==> src/rtl/iir_pkg.sv <==
// Shared widths, FSM state type and output saturation helper for the biquad IIR section.
package iir_pkg;

    localparam int unsigned SAMPLE_W = 16;
    localparam int unsigned COEF_W   = 16;
    localparam int unsigned ACC_W    = 32;
    localparam int unsigned FRAC     = 14;
    localparam int unsigned NUM_TAPS = 5;

    // Accumulator preload that turns the final arithmetic shift into round-half-up.
    localparam logic [ACC_W-1:0] ROUND_INIT = ACC_W'(1) << (FRAC - 1);

    typedef enum logic [1:0] {
        StIdle,
        StMac,
        StSat,
        StOut
    } state_e;

    function automatic logic signed [SAMPLE_W-1:0] sat_sample(input logic signed [ACC_W-1:0] v);
        logic signed [ACC_W-1:0] max_v;
        logic signed [ACC_W-1:0] min_v;
        max_v = {{(ACC_W - SAMPLE_W + 1){1'b0}}, {(SAMPLE_W - 1){1'b1}}};
        min_v = {{(ACC_W - SAMPLE_W + 1){1'b1}}, {(SAMPLE_W - 1){1'b0}}};
        if (v > max_v) begin
            return max_v[SAMPLE_W-1:0];
        end else if (v < min_v) begin
            return min_v[SAMPLE_W-1:0];
        end
        return v[SAMPLE_W-1:0];
    endfunction

endpackage

==> src/rtl/iir_biquad_seq_if.sv <==
// Sample-in / sample-out valid-ready handshake bundle for the biquad section.
interface iir_biquad_seq_if import iir_pkg::*; ();

    logic signed [SAMPLE_W-1:0] in_data;
    logic                       in_valid;
    logic                       in_ready;
    logic signed [SAMPLE_W-1:0] out_data;
    logic                       out_valid;
    logic                       out_ready;

    modport master (
        output in_data,
        output in_valid,
        input  in_ready,
        input  out_data,
        input  out_valid,
        output out_ready
    );

    modport slave (
        input  in_data,
        input  in_valid,
        output in_ready,
        output out_data,
        output out_valid,
        input  out_ready
    );

endinterface

==> src/rtl/multaddsub.sv <==
// Combinational signed multiply-accumulate: c = din +/- a*b, wrapping at ACC_WIDTH.
module multaddsub #(
    parameter int unsigned A_WIDTH   = 16,
    parameter int unsigned B_WIDTH   = 16,
    parameter int unsigned ACC_WIDTH = 32
) (
    input  logic signed [A_WIDTH-1:0]   a,
    input  logic signed [B_WIDTH-1:0]   b,
    input  logic                        sub,
    input  logic signed [ACC_WIDTH-1:0] din,
    output logic signed [ACC_WIDTH-1:0] c
);

    localparam int unsigned PW = A_WIDTH + B_WIDTH;

    logic signed [PW-1:0]        a_ext;
    logic signed [PW-1:0]        b_ext;
    logic signed [PW-1:0]        prod;
    logic signed [ACC_WIDTH-1:0] prod_acc;

    always_comb begin
        a_ext    = {{B_WIDTH{a[A_WIDTH-1]}}, a};
        b_ext    = {{A_WIDTH{b[B_WIDTH-1]}}, b};
        prod     = a_ext * b_ext;
        prod_acc = ACC_WIDTH'(prod);
        c        = sub ? (din - prod_acc) : (din + prod_acc);
    end

endmodule

==> src/rtl/iir_biquad_seq.sv <==
// Time-multiplexed Direct Form I biquad: one shared MAC, five products per sample,
// then round, saturate and hold the result until the downstream takes it.
module iir_biquad_seq import iir_pkg::*; (
    input  logic                     clk,
    input  logic                     rst,
    input  logic                     clear,
    input  logic signed [COEF_W-1:0] coef_b0,
    input  logic signed [COEF_W-1:0] coef_b1,
    input  logic signed [COEF_W-1:0] coef_b2,
    input  logic signed [COEF_W-1:0] coef_na1,
    input  logic signed [COEF_W-1:0] coef_na2,
    iir_biquad_seq_if.slave          bus
);

    state_e                     state_q, state_d;
    logic [2:0]                 step_q, step_d;
    logic signed [ACC_W-1:0]    acc_q, acc_d;
    logic signed [SAMPLE_W-1:0] x0_q, x0_d, x1_q, x1_d, x2_q, x2_d;
    logic signed [SAMPLE_W-1:0] y1_q, y1_d, y2_q, y2_d;
    logic signed [COEF_W-1:0]   coef_q [NUM_TAPS];
    logic signed [COEF_W-1:0]   coef_d [NUM_TAPS];
    logic signed [SAMPLE_W-1:0] out_data_q, out_data_d;
    logic                       out_valid_q, out_valid_d;

    logic                       in_ready;
    logic signed [COEF_W-1:0]   op_a;
    logic signed [SAMPLE_W-1:0] op_b;
    logic signed [ACC_W-1:0]    mac_c;
    logic signed [ACC_W-1:0]    acc_shift;
    logic signed [SAMPLE_W-1:0] y_sat;

    assign in_ready      = (state_q == StIdle) && !clear && rst;
    assign bus.in_ready  = in_ready;
    assign bus.out_data  = out_data_q;
    assign bus.out_valid = out_valid_q;

    assign acc_shift = acc_q >>> FRAC;
    assign y_sat     = sat_sample(acc_shift);

    always_comb begin
        op_a = '0;
        op_b = '0;
        unique case (step_q)
            3'd0: begin op_a = coef_q[0]; op_b = x0_q; end
            3'd1: begin op_a = coef_q[1]; op_b = x1_q; end
            3'd2: begin op_a = coef_q[2]; op_b = x2_q; end
            3'd3: begin op_a = coef_q[3]; op_b = y1_q; end
            3'd4: begin op_a = coef_q[4]; op_b = y2_q; end
            default: ;
        endcase
    end

    multaddsub #(
        .A_WIDTH  (COEF_W),
        .B_WIDTH  (SAMPLE_W),
        .ACC_WIDTH(ACC_W)
    ) u_mac (
        .a  (op_a),
        .b  (op_b),
        .sub(1'b0),
        .din(acc_q),
        .c  (mac_c)
    );

    always_comb begin
        state_d     = state_q;
        step_d      = step_q;
        acc_d       = acc_q;
        x0_d        = x0_q;
        x1_d        = x1_q;
        x2_d        = x2_q;
        y1_d        = y1_q;
        y2_d        = y2_q;
        coef_d      = coef_q;
        out_data_d  = out_data_q;
        out_valid_d = out_valid_q;

        unique case (state_q)
            StIdle: begin
                if (clear) begin
                    x1_d = '0;
                    x2_d = '0;
                    y1_d = '0;
                    y2_d = '0;
                end else if (bus.in_valid && in_ready) begin
                    x0_d      = bus.in_data;
                    coef_d[0] = coef_b0;
                    coef_d[1] = coef_b1;
                    coef_d[2] = coef_b2;
                    coef_d[3] = coef_na1;
                    coef_d[4] = coef_na2;
                    acc_d     = ROUND_INIT;
                    step_d    = 3'd0;
                    state_d   = StMac;
                end
            end
            StMac: begin
                acc_d  = mac_c;
                step_d = step_q + 3'd1;
                if (step_q == 3'd4) begin
                    state_d = StSat;
                end
            end
            StSat: begin
                out_data_d  = y_sat;
                out_valid_d = 1'b1;
                x2_d        = x1_q;
                x1_d        = x0_q;
                y2_d        = y1_q;
                y1_d        = y_sat;
                state_d     = StOut;
            end
            StOut: begin
                if (bus.out_ready) begin
                    out_valid_d = 1'b0;
                    state_d     = StIdle;
                end
            end
            default: state_d = StIdle;
        endcase
    end

    always_ff @(posedge clk) begin
        if (!rst) begin
            state_q     <= StIdle;
            step_q      <= '0;
            acc_q       <= '0;
            x0_q        <= '0;
            x1_q        <= '0;
            x2_q        <= '0;
            y1_q        <= '0;
            y2_q        <= '0;
            out_data_q  <= '0;
            out_valid_q <= 1'b0;
            for (int i = 0; i < NUM_TAPS; i++) begin
                coef_q[i] <= '0;
            end
        end else begin
            state_q     <= state_d;
            step_q      <= step_d;
            acc_q       <= acc_d;
            x0_q        <= x0_d;
            x1_q        <= x1_d;
            x2_q        <= x2_d;
            y1_q        <= y1_d;
            y2_q        <= y2_d;
            out_data_q  <= out_data_d;
            out_valid_q <= out_valid_d;
            coef_q      <= coef_d;
        end
    end

endmodule

==> src/flat_wrapper.sv <==
// flat-port wrapper written by rule: the top's interface ports become plain ports
module iir_biquad_seq_flat import iir_pkg::*;
  (clk, rst, clear, coef_b0, coef_b1, coef_b2, coef_na1, coef_na2, bus_in_data, bus_in_valid, bus_in_ready, bus_out_data, bus_out_valid, bus_out_ready);
  iir_biquad_seq_if bus_i ();
  input  logic clk;
  input  logic rst;
  input  logic clear;
  input  logic signed [COEF_W-1:0] coef_b0;
  input  logic signed [COEF_W-1:0] coef_b1;
  input  logic signed [COEF_W-1:0] coef_b2;
  input  logic signed [COEF_W-1:0] coef_na1;
  input  logic signed [COEF_W-1:0] coef_na2;
  input wire logic [$bits(bus_i.in_data)-1:0] bus_in_data;
  input wire logic [$bits(bus_i.in_valid)-1:0] bus_in_valid;
  output wire logic [$bits(bus_i.in_ready)-1:0] bus_in_ready;
  output wire logic [$bits(bus_i.out_data)-1:0] bus_out_data;
  output wire logic [$bits(bus_i.out_valid)-1:0] bus_out_valid;
  input wire logic [$bits(bus_i.out_ready)-1:0] bus_out_ready;
  assign bus_i.in_data = bus_in_data;
  assign bus_i.in_valid = bus_in_valid;
  assign bus_in_ready = bus_i.in_ready;
  assign bus_out_data = bus_i.out_data;
  assign bus_out_valid = bus_i.out_valid;
  assign bus_i.out_ready = bus_out_ready;
  iir_biquad_seq u_core (.clk(clk), .rst(rst), .clear(clear), .coef_b0(coef_b0), .coef_b1(coef_b1), .coef_b2(coef_b2), .coef_na1(coef_na1), .coef_na2(coef_na2), .bus(bus_i));
endmodule
==> config.mk <==
export PLATFORM = sky130hd
export DESIGN_NAME = iir_biquad_seq_flat
export DESIGN_NICKNAME = d
export VERILOG_FILES = /design/src/rtl/iir_pkg.sv /design/src/rtl/iir_biquad_seq_if.sv /design/src/rtl/multaddsub.sv /design/src/rtl/iir_biquad_seq.sv /design/src/flat_wrapper.sv
export SDC_FILE = /design/constraint.sdc
export NUM_CORES = 1
export LEC_CHECK = 0
export BUFFER_PORTS_ARGS = -buffer_cell sky130_fd_sc_hd__buf_2
export CORE_MARGIN = 8
export CORE_UTILIZATION = 55
export CTS_BUF_LIST = sky130_fd_sc_hd__clkbuf_8
export CTS_CLUSTER_SIZE = 12
export DETAILED_ROUTE_END_ITERATION = 8
export PLACE_DENSITY_LB_ADDON = 0.15
export SLEW_MARGIN = 5
export SYNTH_ARGS = -nofsm -noshare
export SYNTH_HDL_FRONTEND = slang
export SYNTH_SLANG_ARGS = --single-unit
==> constraint.sdc <==
create_clock -name clk -period 11.6 [get_ports clk]
set_input_delay 1.16 -clock clk [delete_from_list [all_inputs] [get_ports clk]]
set_output_delay 1.16 -clock clk [all_outputs]
set_load 0.005 [all_outputs]
After elaboration in Yosys (flattened, before gate mapping)
Index checks and enable logic that the tools add are counted.

Equality and inequality tests: 12. Mux-type cells: 25. Div/mod/pow operators: 0. Reduce and logical (&&, ||, !) cells: 14. $add $sub $neg: 2. Multiply operators: 1. Shifts and indexed selects: 0. Magnitude comparators: 2. Bitwise operators: 1.

Operators with widths (count): one-hot mux 16 bit (5 select lines) (2); one-hot mux 16 bit (2 select lines) (4); 2-to-1 mux 16 bit (4); 2-to-1 mux 32 bit (2); one-hot mux 32 bit (2 select lines) (1); adder 32 bit (1); multiplier 16 x 16 -> 32 bit (1); greater-than comparator 18 x 16 -> 1 bit (second input constant) (1); less-than comparator 18 x 16 -> 1 bit (second input constant) (1); 2-to-1 mux 2 bit (4); inequality test 2 bit (second input constant) (4); one-hot mux 2 bit (4 select lines) (1); == test 3 x 2 -> 1 bit (second input constant) (2); 2-to-1 mux 3 bit (2); one-hot mux 3 bit (2 select lines) (1); AND reduction 3 bit (2); nonzero test 2 bit (3); == test 2 bit (second input constant) (2); AND reduction 2 bit (2); AND reduction 4 bit (1); adder 3 x 1 -> 3 bit (second input constant) (1); == test 3 x 1 -> 1 bit (second input constant) (1); == test 3 bit (second input constant) (1); logical AND 1 bit (3); other kinds (8) (10).

Logic and storage cells: 72. Memory bits (writable): 0. Latch bits: 0. Output and inout bits: 18. Memories: 0. Memory bits (read-only): 0. Register bits: 214.

Depth between registers and ports, before layout
Word-level depth: 7. Gate-level depth with buffers: 30.

Cells and area by module
From an unflattened synthesis, not the netlist that was laid out.

Cells, all modules: 2439. Area total of the unflattened synthesis: 21100.2 um2.

By module, submodules not included: multaddsub (sequential area each 0.0 um2, area an instance 12513.3 um2, times used 1, cells each 1467); iir_biquad_seq (sequential area each 4284.1 um2, area an instance 8587.0 um2, times used 1, cells each 972).

Worst setup path after synthesis
Ideal clock, no wire load.

Kind: register to register. Start: register u_core.step_q[2]. End: register u_core.acc_q[31]. Setup slack: 4.180 ns. Data arrival time: 7.358 ns. Buffers on the path: 4. Stages on the path, launching flop included: 29. Data required time: 11.538 ns. Cells stage by stage: dfxtp_1 clkbuf_1 clkbuf_1 inv_1 ha_1 clkbuf_1 a222oi_1 o21a_1 clkbuf_1 nor2_1 fa_1 fa_1 inv_1 fa_1 inv_1 fa_1 fa_1 inv_1 fa_1 inv_1 ha_1 a21o_1 a21oi_2 a22oi_1 or4b_1 o21ai_2 o21ai_1 or3_1 nand3_1.

Longest elaborated chain between the ends: 5. Elaborated cells between the ends (all ways): 10. Classes of those cells: 1 x add/sub; 1 x mul; 4 x eq/ne; 3 x mux; 1 x reduce/logical.

Ends and longest elaborated chain: from (decl) (RTL line iir_biquad_seq.sv:16) `logic [2:0] step_q, step_d;`; from (signal assigned) (RTL line iir_biquad_seq.sv:140) `step_q <= step_d;`; == test 3 bit (tied with other cells) (RTL line iir_biquad_seq.sv:43) `unique case (step_q)`; one-hot mux 16 bit (5 select lines) (RTL line iir_biquad_seq.sv:43); multiplier 16 x 16 -> 32 bit (*) (RTL line multaddsub.sv:24) `prod = a_ext * b_ext;`; adder 32 bit (*) (RTL line multaddsub.sv:26) `c = sub ? (din - prod_acc) : (din + prod_acc);`; one-hot mux 32 bit (2 select lines) (*) (RTL line iir_biquad_seq.sv:78) `unique case (state_q)`; to (signal assigned) (RTL line iir_biquad_seq.sv:127) `acc_q <= '0;`; to (signal assigned) (RTL line iir_biquad_seq.sv:141) `acc_q <= acc_d;`; to (decl) (RTL line iir_biquad_seq.sv:17) `logic signed [ACC_W-1:0] acc_q, acc_d;`.

Every way passes the cells marked *; elsewhere a longest branch is shown, timed or not. A chain may end at the register's enable or synchronous reset.

Worst setup path after layout
Start: register u_core.step_q[0]. End: register u_core.acc_q[31].

Same word-level chain as after synthesis.

==> flow_summary.json <==
{
  "initialDrtViolationCount": 1328,
  "fp-row-count": 68,
  "io_pins": 119,
  "violations": "design-rule violations",
  "crit_type": "flip-flop to flip-flop",
  "netlist_instances": 2215,
  "p_clk_share_pct": 31.3,
  "end_kind": "flip-flop",
  "core-area_sq_um": 34540,
  "cpMostUsedCell": "fa_1",
  "die-area_sq_um": 41270,
  "p_comb_share_pct": 32.8,
  "power_switching_w": 0.0008453,
  "cap_violations": 0,
  "grt_max_degree": 98,
  "grt_pass1_vias": 16767,
  "grt_pass1_wl_um": 89980,
  "synthDistinctLibCells": 58,
  "syn_nets": 2715,
  "gp_congestion": 0.9152,
  "hold_class": "flip-flop to flip-flop",
  "cp_max_fo": 33,
  "clkLatencyLatePin_ns": 0.60,
  "synth_edf_count": 0,
  "cts_max_path_buffers": 3,
  "tightest_slew_ns": 1.189,
  "report.final.slew_viol_count": 0,
  "port_buffers": 118,
  "finalHoldViolations": 0,
  "max_slew_margin_pct": 19.88,
  "die_w_um": 203.2,
  "drc": 2,
  "cts_tree": "built",
  "tns_ns": 0,
  "critical-path-top-delay-family": "adder cells",
  "switching_share_pct": 37.57,
  "yosys.area_share.simple_pct": 17.70,
  "die_h_um": 203.2,
  "cts_sinks": 214,
  "htreeDepth": 2,
  "antenna_cells": 0,
  "root_buffer": "clkbuf_8",
  "floorplan.initialDensity_pct": 55.77,
  "synthAdderAreaFrac_pct": 37.29,
  "synth.cell_area_sq_um": 19260,
  "internal_power_w": 0.001404,
  "synth_xor_area_share_pct": 1.585,
  "place_ws_ns": 3.224,
  "cpMaxStageDelayCell": "o21a_1",
  "numCtsBuffers": 38,
  "ys_dominant_reg_cell": "dfxtp_1",
  "leakagePower_nw": 10.16,
  "synth_top_family_by_area": "adder cells",
  "dr.pass1.iters": 9,
  "grt_util_all_layers_pct": 27.45,
  "drt-total-wl_um": 54830,
  "rrSetupSlack_ns": 3.14,
  "yosys_warnings": 0,
  "arrival_ns": 9.01,
  "synth-seq-area-share_pct": 22.24,
  "clock_skew_ns": 0.04291,
  "grt_overflow": 0,
  "muxShareOfSynthArea_pct": 0.3117,
  "cts-resized-gates": 0,
  "antenna_found_initial": 0,
  "async_flop_share_pct": 0,
  "rsz0062_at_grt": "false",
  "clk_pin_slew_worst_paths_ns": 0.07,
  "peakVddDrop_mv": 0.1083,
  "routedWlPerCell_um": 19.91,
  "synth_compound_area_share_pct": 11.73,
  "fin_ws_ns": 3.139,
  "status": "complete, but fails checks",
  "viasPerCell": 5.700,
  "hold_buffers": 0,
  "vias": 15698,
  "power_w": 0.002250,
  "period_share_pct": 72.94,
  "cpPeakStageDelay_ns": 0.72,
  "syn_avg_cell_area_sq_um": 8.697,
  "drive_gt1_share_pct": 9.047,
  "ys_ff_latch": 214,
  "min_period_ns": 8.461,
  "fin_nets": 2777,
  "crit_required_ns": 12.15,
  "dp_hpwl_um": 42180,
  "start_kind": "flip-flop",
  "setup_viol": 0,
  "fmax_ghz": 0.1182,
  "cp_num_buf_inv": 7,
  "synthToLayoutAreaGrowth_pct": 8.450,
  "p_seq_share_pct": 35.9,
  "antenna_left": 0,
  "power.density_nw_per_um2": 107.7,
  "post_cts_buffers": 0
}
==> cell type report <==
| type | count | area, sq um |
|---|---|---|
| repair buffers | 142 | 773.2 |
| multi-input cells | 1535 | 13240 |
| clock inverters | 20 | 150.1 |
| clock buffers | 42 | 578.1 |
| inverters | 346 | 1299 |
| well taps | 455 | 569.3 |
| flip-flops and latches | 214 | 4284 |
| fillers | 3090 | 13650 |
==> layer usage <==
layer  part of all wire [%]  global-route usage [%]  vias up  wire, um
li1                       -                       -     7157         -
met1                     40                   34.55     7792     21950
met2                     49                   46.62      595     26690
met3                    6.9                   4.300      154      3776
met4                    4.4                   11.66        0      2405
met5                      0                       0        -         0
==> power by group through the flow <==
stage	clock network, W	logic, W	registers, W
3_5_place_dp	0	0.000730	0.000822
6_report	0.000705	0.000737	0.000808
2_1_floorplan	0	0.000512	0.000811
3_3_place_gp	0	0.000719	0.000822
5_1_grt	0.000756	0.000827	0.000812
4_1_cts	0.000720	0.000735	0.000807
==> metrics by stage <==
stage	instances	area [sq um]	util [%]	hold slack [ns]
6_report	2754	20890	60.48	0.4548
5_1_grt	2754	20890	60.48	0.4743
4_1_cts	2754	20890	60.48	0.4565
3_5_place_dp	2692	20160	58.37	0.4462
3_3_place_gp	2692	20160	58.37	0.4415
2_1_floorplan	2215	19260	-	0.4334
==> layout by cell type (no fill, tap or decap), types with 16 or more instances in the layout <==
| cell | count |
|---|---|
| fa_1 | 292 |
| buf_4 | 25 |
| inv_1 | 357 |
| ha_1 | 107 |
| and2_1 | 22 |
| a22o_1 | 16 |
| o21ai_1 | 18 |
| a222oi_1 | 27 |
| xnor2_1 | 26 |
| clkbuf_8 | 42 |
| dfxtp_1 | 214 |
| nor2b_1 | 50 |
| nor2_1 | 172 |
| a22oi_1 | 74 |
| nand3_1 | 113 |
| buf_2 | 117 |
| o21a_1 | 28 |
| o21ai_0 | 61 |
| a21boi_0 | 28 |
| nand2b_1 | 18 |
| nand2_1 | 361 |
| a21oi_1 | 20 |
==> logic make-up after synthesis <==
| family | after synthesis |
|---|---|
| DFF | 214 |
| adders and majority gates | 399 |
| muxes | 6 |
| xor gates and xnor gates | 34 |
| buffers and inverters | 466 |
| and+or+nand+nor | 777 |
| AOI/OAI and AO/OA | 319 |
==> path summary, 6_finish.rpt <==
kind | cells past startpoint | endpoint | start
min | 2 | u_core.coef_q[33] | u_core.coef_q[33]
min reg2reg | 2 | u_core.coef_q[33] | u_core.coef_q[33]
max reg2reg | 27 | u_core.acc_q[31] | u_core.step_q[0]
max | 27 | u_core.acc_q[31] | u_core.step_q[0]
==> flip-flops by register name, indices dropped and copies added, names as in the netlist <==
signal and count:
u_core.bus.out_valid 1, u_core.state_q 2, u_core.x2_q 16, u_core.step_q 3, u_core.acc_q 32, u_core.y2_q 16
u_core.x0_q 16, u_core.y1_q 16, u_core.coef_q 80, u_core.x1_q 16, u_core.bus.out_data 16
==> Yosys cell counts, types with 3 or more instances <==
master / number / area [sq um]
a21boi_0: 28 / 210.2
o21ai_1: 18 / 90.09
a211oi_1: 8 / 60.06
fa_1: 292 / 5846
o211ai_1: 6 / 45.04
or3_1: 5 / 31.28
a22oi_1: 74 / 555.5
and3_1: 5 / 31.28
o21a_1: 28 / 210.2
o21ai_0: 61 / 305.3
buf_2: 3 / 15.01
nand2_1: 361 / 1355
inv_1: 346 / 1299
buf_1: 10 / 37.54
xor2_1: 7 / 61.31
o2111ai_1: 3 / 26.28
nand4_1: 7 / 43.79
nor3_1: 6 / 30.03
a21o_1: 8 / 60.06
nor2b_1: 52 / 325.3
and2_1: 22 / 137.6
nand2b_1: 18 / 112.6
clkbuf_1: 106 / 397.9
o31ai_1: 4 / 30.03
nand3_1: 113 / 565.5
ha_1: 107 / 1339
a222oi_1: 27 / 270.3
a21oi_1: 20 / 100.1
and4_1: 5 / 43.79
mux2i_1: 6 / 60.06
dfxtp_1: 214 / 4284
xnor2_1: 26 / 227.7
a22o_1: 16 / 140.1
nor2_1: 172 / 645.6
==> worst reg2reg max path: stages (launching register included) <==
cell and delay (ns):
dfxtp_1 0.36, inv_1 0.09, ha_1 0.20, buf_4 0.23, and2_1 0.23, buf_4 0.25
a222oi_1 0.37, o21a_1 0.72, inv_1 0.16, nand2_1 0.22, fa_1 0.49, fa_1 0.57
inv_1 0.32, fa_1 0.51, fa_1 0.50, fa_1 0.49, inv_1 0.05, fa_1 0.47
inv_1 0.04, ha_1 0.39, o21a_1 0.23, o21ai_1 0.13, a22oi_1 0.11, or4b_1 0.49
o21ai_2 0.23, o21ai_1 0.15, or3_1 0.36, nand3_1 0.08
Note: power is estimated with default switching activity, not from simulation.
